===== src/rtl/regfile_wb_arbiter.sv =====
// Writeback arbiter: two DEPTH-entry FIFOs (ALU, load) compete for one register-file
// write port; R15 writes are diverted to the PC port. Also answers pending-write queries.
module regfile_wb_arbiter #(
   parameter int DEPTH = 2
) (
   input  logic        clk,
   input  logic        reset,
   input  logic        alu_valid,
   output logic        alu_ready,
   input  logic [3:0]  alu_rd,
   input  logic [31:0] alu_data,
   input  logic        mem_valid,
   output logic        mem_ready,
   input  logic [3:0]  mem_rd,
   input  logic [31:0] mem_data,
   input  logic        flush,
   output logic        we3,
   output logic [3:0]  wa3,
   output logic [31:0] wd3,
   output logic        pc_we,
   output logic [31:0] pc_wd,
   input  logic [3:0]  qa1,
   input  logic [3:0]  qa2,
   output logic        busy1,
   output logic        busy2
);

   localparam int PW = (DEPTH > 1) ? $clog2(DEPTH) : 1;
   localparam int CW = PW + 1;
   localparam logic [CW-1:0] FULL_CNT = CW'(DEPTH);
   localparam logic [0:0] PREF_ALU = 1'b0;
   localparam logic [3:0] PC_REG = 4'd15;

   // Index 0 is the ALU source, index 1 the load source.
   logic [3:0]       rd_q   [2][DEPTH];
   logic [3:0]       rd_d   [2][DEPTH];
   logic [31:0]      data_q [2][DEPTH];
   logic [31:0]      data_d [2][DEPTH];
   logic [DEPTH-1:0] vld_q  [2];
   logic [DEPTH-1:0] vld_d  [2];
   logic [PW-1:0]    wp_q   [2];
   logic [PW-1:0]    wp_d   [2];
   logic [PW-1:0]    rp_q   [2];
   logic [PW-1:0]    rp_d   [2];
   logic [CW-1:0]    cnt_q  [2];
   logic [CW-1:0]    cnt_d  [2];
   logic [0:0]       pref_q;
   logic [0:0]       pref_d;

   logic [1:0]  in_vld;
   logic [3:0]  in_rd   [2];
   logic [31:0] in_data [2];
   logic [1:0]  full;
   logic [1:0]  nempty;
   logic [1:0]  push;
   logic [1:0]  pop;
   logic [3:0]  head_rd   [2];
   logic [31:0] head_data [2];
   logic        grant_any;
   logic [0:0]  grant_src;

   always_comb begin
      in_vld     = {mem_valid, alu_valid};
      in_rd[0]   = alu_rd;
      in_rd[1]   = mem_rd;
      in_data[0] = alu_data;
      in_data[1] = mem_data;
      for (int s = 0; s < 2; s++) begin
         full[s]      = (cnt_q[s] == FULL_CNT);
         nempty[s]    = (cnt_q[s] != '0);
         head_rd[s]   = rd_q[s][rp_q[s]];
         head_data[s] = data_q[s][rp_q[s]];
         // Flush and reset both drop any same-cycle enqueue.
         push[s]      = in_vld[s] && !full[s] && !reset && !flush;
      end
   end

   // Ready depends only on the registered count, so a full FIFO refuses even while popping.
   assign alu_ready = !full[0] && !reset;
   assign mem_ready = !full[1] && !reset;

   always_comb begin
      grant_any = 1'b0;
      grant_src = 1'b0;
      pref_d    = pref_q;
      if (!reset && !flush) begin
         if (nempty[0] && nempty[1]) begin
            grant_any = 1'b1;
            // Same destination: the load retires first so the ALU result lands last.
            if (head_rd[0] == head_rd[1]) begin
               grant_src = 1'b1;
               pref_d    = PREF_ALU;
            end else begin
               grant_src = pref_q;
               pref_d    = ~pref_q;
            end
         end else if (nempty[0]) begin
            grant_any = 1'b1;
            grant_src = 1'b0;
         end else if (nempty[1]) begin
            grant_any = 1'b1;
            grant_src = 1'b1;
         end
      end
      pop = grant_any ? (2'b01 << grant_src) : 2'b00;
   end

   always_comb begin
      we3   = 1'b0;
      wa3   = '0;
      wd3   = '0;
      pc_we = 1'b0;
      pc_wd = '0;
      if (grant_any) begin
         if (head_rd[grant_src] == PC_REG) begin
            pc_we = 1'b1;
            pc_wd = head_data[grant_src];
         end else begin
            we3 = 1'b1;
            wa3 = head_rd[grant_src];
            wd3 = head_data[grant_src];
         end
      end
   end

   always_comb begin
      rd_d   = rd_q;
      data_d = data_q;
      vld_d  = vld_q;
      wp_d   = wp_q;
      rp_d   = rp_q;
      cnt_d  = cnt_q;
      for (int s = 0; s < 2; s++) begin
         if (flush) begin
            vld_d[s] = '0;
            wp_d[s]  = '0;
            rp_d[s]  = '0;
            cnt_d[s] = '0;
         end else begin
            if (pop[s]) begin
               vld_d[s][rp_q[s]] = 1'b0;
               rp_d[s]           = rp_q[s] + 1'b1;
            end
            if (push[s]) begin
               vld_d[s][wp_q[s]]  = 1'b1;
               rd_d[s][wp_q[s]]   = in_rd[s];
               data_d[s][wp_q[s]] = in_data[s];
               wp_d[s]            = wp_q[s] + 1'b1;
            end
            cnt_d[s] = cnt_q[s] + CW'(push[s]) - CW'(pop[s]);
         end
      end
   end

   // Scoreboard: any live entry, including the head being written now.
   always_comb begin
      busy1 = 1'b0;
      busy2 = 1'b0;
      for (int s = 0; s < 2; s++) begin
         for (int i = 0; i < DEPTH; i++) begin
            if (vld_q[s][i] && (rd_q[s][i] == qa1)) busy1 = 1'b1;
            if (vld_q[s][i] && (rd_q[s][i] == qa2)) busy2 = 1'b1;
         end
      end
      if (reset) begin
         busy1 = 1'b0;
         busy2 = 1'b0;
      end
   end

   always_ff @(posedge clk) begin
      if (reset) begin
         for (int s = 0; s < 2; s++) begin
            vld_q[s] <= '0;
            wp_q[s]  <= '0;
            rp_q[s]  <= '0;
            cnt_q[s] <= '0;
         end
         pref_q <= PREF_ALU;
      end else begin
         vld_q  <= vld_d;
         wp_q   <= wp_d;
         rp_q   <= rp_d;
         cnt_q  <= cnt_d;
         pref_q <= pref_d;
      end
   end

   always_ff @(posedge clk) begin
      rd_q   <= rd_d;
      data_q <= data_d;
   end

endmodule


===== config.mk =====
export PLATFORM = sky130hd
export DESIGN_NAME = regfile_wb_arbiter
export DESIGN_NICKNAME = d
export VERILOG_FILES = /design/src/rtl/regfile_wb_arbiter.sv
export SDC_FILE = /design/constraint.sdc
export NUM_CORES = 1
export LEC_CHECK = 0
export CORE_ASPECT_RATIO = 0.5
export CORE_UTILIZATION = 45
export CTS_BUF_LIST = sky130_fd_sc_hd__clkbuf_8
export DETAILED_ROUTE_END_ITERATION = 10
export PLACE_DENSITY_LB_ADDON = 0.2
export SLEW_MARGIN = 20
export SYNTH_ARGS = -nofsm -noshare
export SYNTH_HDL_FRONTEND = slang
export SYNTH_SLANG_ARGS = --single-unit

===== constraint.sdc =====
create_clock -name clk -period 7.1 [get_ports clk]
set_input_delay 1.42 -clock clk [delete_from_list [all_inputs] [get_ports clk]]
set_output_delay 1.42 -clock clk [all_outputs]
set_load 0.02 [all_outputs]

Yosys cells after proc, flatten, opt, wreduce, memory -nomap -nowiden
Cells that the tools add are included.
{"block": "totals", "word_cells": 174, "regBits": 157}
{"block": "classes", "reduce_logical": 34, "bitwise": 13, "mux": 74, "shift": 1, "eq_ne": 12, "add_sub_neg": 8, "order_cmp": 15}
{"op": "2-to-1 mux 32 bit", "n": 15}
{"op": "bitwise mux 64 bit", "n": 2}
{"op": "demux 32 bit (select 1 bit)", "n": 2}
{"op": "2-to-1 mux 4 bit", "n": 13}
{"op": "== test 4 bit", "n": 9}
{"op": "2-to-1 mux 1 bit", "n": 27}
{"op": "logical AND 1 bit", "n": 24}
{"op": "bitwise mux 8 bit", "n": 2}
{"op": "2-to-1 mux 2 bit", "n": 7}
{"op": ">= comparator 2 bit (second input constant)", "n": 5}
{"op": "NOT 1 -> 2 bit", "n": 5}
{"op": "demux 4 bit (select 1 bit)", "n": 2}
{"op": "less-than comparator 1 x 2 -> 1 bit (second input constant)", "n": 4}
{"op": "AND reduction 2 bit", "n": 3}
{"op": "adder 1 bit (second input constant)", "n": 4}
{"op": "adder 2 x 1 -> 2 bit", "n": 2}
{"op": "AND 2 bit", "n": 2}
{"op": "demux 1 bit (select 1 bit)", "n": 4}
{"op": "== test 2 bit (second input constant)", "n": 2}
{"op": "== test 4 bit (second input constant)", "n": 1}
{"op": ">= comparator 1 bit (second input constant)", "n": 4}
{"op": "logical NOT 1 bit", "n": 4}
{"op": "less-than comparator 2 x 1 -> 1 bit (second input constant)", "n": 2}
{"op": "NOT 2 bit", "n": 2}
{"op": "other kinds (6)", "n": 10}

Logic depth before layout (Yosys ltp)
{"block": "logic_depth", "word_depth": 15, "depth_mapped": 14}

Least setup slack after synthesis
OpenSTA, ideal clock, no wires.
{"block": "synth_timing", "kind": "input to output", "start": "input reset", "end": "output pc_wd[0]", "path_stages": 6, "path_slack_ns": 2.380, "required_time_ns": 5.680, "n_path_buf": 2, "arrival_ns": 3.300, "path_cell_list": "or2_2 > clkbuf_1 > nor2_1 > nand3_1 > clkbuf_1 > a211oi_1"}
{"block": "synth_between", "elab_chain_cells": 10, "elab_cells_between_ends": 14}
{"element": "from (decl)", "line": "7", "rtl": "input logic reset,"}
{"element": "logical NOT 1 bit *", "line": "86", "rtl": "if (!reset && !flush) begin"}
{"element": "logical AND 1 bit *", "line": "86"}
{"element": "2-to-1 mux 1 bit", "line": "86"}
{"element": "NOT 1 -> 2 bit (not written as such)", "line": "115, 117"}
{"element": "2-to-1 mux 4 bit (not written as such) (3 in series)", "line": "115", "rtl": "if (head_rd[grant_src] == PC_REG) begin"}
{"element": "== test 4 bit", "line": "115"}
{"element": "2-to-1 mux 32 bit", "line": "115"}
{"element": "2-to-1 mux 32 bit *", "line": "114", "rtl": "if (grant_any) begin"}
{"element": "to (decl)", "line": "21", "rtl": "output logic [31:0] pc_wd,"}
Mark *: on every way between the ends. The rest lies on a longest branch, timed or not. The select of a mux whose other input is x is not followed.

Final worst setup path
{"block": "layout_timing", "start": "input reset", "end": "output wd3[19]"}
{"block": "layout_between", "elab_chain_cells": 10, "elab_cells_between_ends": 14}
{"element": "logical NOT 1 bit *", "line": "86"}
{"element": "logical AND 1 bit *", "line": "86"}
{"element": "2-to-1 mux 1 bit", "line": "86"}
{"element": "NOT 1 -> 2 bit (not written as such)", "line": "115, 121"}
{"element": "2-to-1 mux 4 bit (not written as such) (3 in series)", "line": "115"}
{"element": "== test 4 bit", "line": "115"}
{"element": "2-to-1 mux 32 bit", "line": "115"}
{"element": "2-to-1 mux 32 bit *", "line": "114"}
{"element": "to (decl)", "line": "19", "rtl": "output logic [31:0] wd3,"}
Marks and branches as above.

==> results.py <==
metrics = {
    "outcome": {
        "outcome": "completed",
    },
    "logic_synthesis": {
        "yosys.area.top_type": "edfxtp_1",
        "ys_ff_latch": 157,
        "syn_nets": 632,
        "yosysSeqAreaShare": 0.631,
        "ys_warn_count": 0,
        "syn_area_mm2": 0.00727,
        "synth-edff-count": 144,
        "synth_area_leaders": "edfxtp_1 (60%), a211oi_1 (6.5%), nor2b_1 (5.8%)",
        "avgSynthCellArea_um2": 13.4,
        "synth_top_area_share": 0.595,
        "ys_types": 41,
        "synthCells": 543,
        "dominantRegCellSynth": "edfxtp_1",
        "synth-async-reset-ratio": 0,
    },
    "drt": {
        "drtIter0Drc": 501,
        "wl_per_cell_um": 21.7,
        "drtPass1Iterations": 5,
        "ant_nets": 0,
        "viasPerCell": 5.95,
        "vias": 5451,
        "drcViolationCount": 0,
        "routed_wl_um": 19900,
    },
    "hold_path": {
        "holdPathEnd": "pref_q$_SDFFE_PP0P_",
        "hold_depth": 2,
        "min_from": "pref_q$_SDFFE_PP0P_",
        "worstHoldPathType": "flop to flop",
    },
    "global_route": {
        "grt_pass1_vias": 5355,
        "grt_max_degree": 68,
        "antenna_found_initial": 0,
        "grt.total_usage": 0.243,
        "grt_pass1_wl_um": 30100,
        "gr-total-overflow": 0,
    },
    "worst_setup_path": {
        "worst_setup_path_end_kind": "output port",
        "r2r-end": "cnt_q[3]$_SDFF_PN0_",
        "startpoint_type": "input pin",
        "rr_startpoint": "rp_q[0]$_SDFFE_PN0N_",
        "crit_chain": "clkdlybuf4s50_1, or2_2, nor2_2, buf_4, nand3_2, buf_4, a211oi_1, clkdlybuf4s50_1",
        "crit_arrival_ns": 4.81,
        "required_ns": 5.68,
        "r2r_setup_slack_ns": 3.71,
        "slowest_delay_ns": 0.67,
        "reg2reg_depth": 12,
        "cp_slowest_cell": "clkdlybuf4s50_1",
        "worst-setup-path-type": "input pin to output port",
        "crit_path_max_fanout": 36,
    },
    "sta": {
        "setup_violations": 0,
        "setup_tns_ns": 0,
        "finalHoldViolCount": 0,
        "relSlewSlack": 0.265,
        "fin_crit_ns": 6.23,
        "slew_viol_final": 0,
        "setup_ws_ns": 0.872,
        "fmax_ghz": 0.161,
        "grt_setup_unrepaired": "no",
        "fin_crit_sh": 0.877,
        "fin_skew_ns": 0.0157,
        "worst_pin_slew_ns": 1.10,
    },
    "cts": {
        "cts.sinks": 157,
        "cts_hold_buf": 0,
        "cts_buffer_depth": 2,
        "clk-insertion-delay-late_ns": 0.44,
        "cts_max_level": 4,
        "tritoncts": "done",
        "postCtsSetupBuffers": 0,
        "cts_resized": 0,
        "cts_root_buf": "clkbuf_8",
        "numCtsBuffers": 17,
        "clk_pin_slew_worst_paths_ns": 0.08,
    },
    "placement": {
        "pre_cts_ws_ns": 0.938,
        "port_buffers": 158,
        "post-dp-hpwl_um": 13400,
        "gp_congestion": 0.980,
    },
    "die": {
        "start_util": 0.467,
        "die_w_um": 182,
        "core_area_mm2": 0.0156,
        "ios": 159,
        "dieArea_mm2": 0.0167,
        "rows": 32,
        "die_h_um": 91.9,
    },
    "pwr": {
        "ir_worst_vdd_mv": 0.0888,
        "leakagePower_nw": 3.01,
        "pwr_density_cell_mw_per_mm2": 187,
    },
    "finish": {
        "drive_gt1_frac": 0.0997,
        "syn_to_final_growth_pct": 31.7,
        "layout.nets": 788,
        "seq_area_mm2": 0.00459,
        "multi_input_area_mm2": 0.00252,
        "fillers": 1208,
        "n_antenna_cell": 0,
    },
    "flow_run": {
        "max_cap_violations": 0,
    },
}
Yosys cell counts, types with 10 or more instances:
master / n
edfxtp_1: 144
nor2b_1: 67
a211oi_1: 63
a221oi_1: 34
clkbuf_1: 33
xor2_1: 30
a2111oi_0: 27
nor2_1: 18
dfxtp_1: 13
xnor2_1: 12
mux2i_1: 11
buf_2: 10
nand2_1: 10
cells by family (layout without fill, tap and decap cells):
| kind of cell | Yosys count | in the layout | share of synthesized area |
|---|---|---|---|
| AND/OR/NAND/NOR | 124 | 124 | 0.0952 |
| flip-flops | 157 | 157 | 0.631 |
| buffers and inverters | 51 | 220 | 0.0291 |
| adder cells (fa/ha/maj) | 4 | 4 | 0.00689 |
| XOR/XNOR | 42 | 42 | 0.0506 |
| AO/OA/AOI/OAI | 153 | 153 | 0.171 |
| multiplexers | 12 | 12 | 0.0167 |
state kept, by name, indices dropped and copies added, names as in the netlist:
name and count:
pref_q 1, data_q 128, wp_q 2, rp_q 2, rd_q 16, cnt_q 4, vld_q 4
routing by layer:
metal / up-vias / track usage / routed length (um)
met5: - / 0 / 0
met4: 0 / 0.0805 / 425
met3: 31 / 0.0564 / 1540
met2: 239 / 0.399 / 9460
met1: 2703 / 0.319 / 8460
li1: 2478 / - / -
report_power, final:
part	internal, W	switching, W	leakage, nW
combinational	0.0000777	0.0000804	1.43
clock	0.000246	0.000353	0.170
sequential	0.00102	0.00000596	1.41
total	0.00135	0.000440	3.01
layout make-up:
cell class                      instances  share of cell area
Clock buffer                           17              0.0245
Clock inverter                         15              0.0120
Inverter                                5             0.00196
Multi-Input combinational cell        335               0.264
Sequential cell                       157               0.479
Tap cell                              204              0.0267
Timing Repair Buffer                  183               0.192
through the flow:
stage               area (um^2)  cells  power, W   util  hold WS, ns
CTS                        9500    913   0.00180  0.610        0.499
floorplan                  7270    543   0.00112      -        0.448
global placement           9120    880   0.00120  0.586        0.468
global route               9570    916   0.00185  0.614        0.518
finish                     9570    916   0.00179  0.614        0.503
detailed placement         9150    881   0.00121  0.588        0.487
worst max-delay path: cells and delay by family:
| kind | cells | cell delay, ns |
|---|---|---|
| simple gates | 3 | 1.03 |
| compound gates | 1 | 0.34 |
| buf+inv | 4 | 2.02 |
cell usage in the layout, fill, tap and decap left out, types with 2 or more instances in the layout:
cell / n
nor2_4: 4
buf_4: 21
mux2i_1: 11
xor2_1: 30
clkbuf_8: 17
inv_1: 6
a21oi_1: 3
nand4_1: 2
a2111oi_1: 4
ha_1: 4
nand2b_1: 2
nor4_1: 3
a31o_2: 3
nor2_1: 13
clkinv_4: 3
buf_12: 2
clkdlybuf4s50_1: 158
nor2b_1: 67
nor3_1: 7
nand3_1: 9
o211ai_1: 2
o21ai_0: 5
a2111oi_0: 27
clkinvlp_4: 4
nand2_1: 10
inv_6: 4
dfxtp_1: 11
edfxtp_1: 144
a211oi_1: 63
xnor2_1: 12
buf_16: 2
and2_1: 2
a221oi_1: 34
dfxtp_2: 2
a31oi_1: 4
worst max-delay path by stage:
stage	from	slack (ns)	to
after global placement	reset	1.01	wd3[13]
after detailed placement	reset	0.94	wd3[2]
after CTS	reset	0.90	wd3[2]
after global routing	reset	0.73	wd3[2]
final	reset	0.87	wd3[19]
after floorplan	reset	2.38	pc_wd[0]
Note: power is estimated with default switching activity, not from simulation.
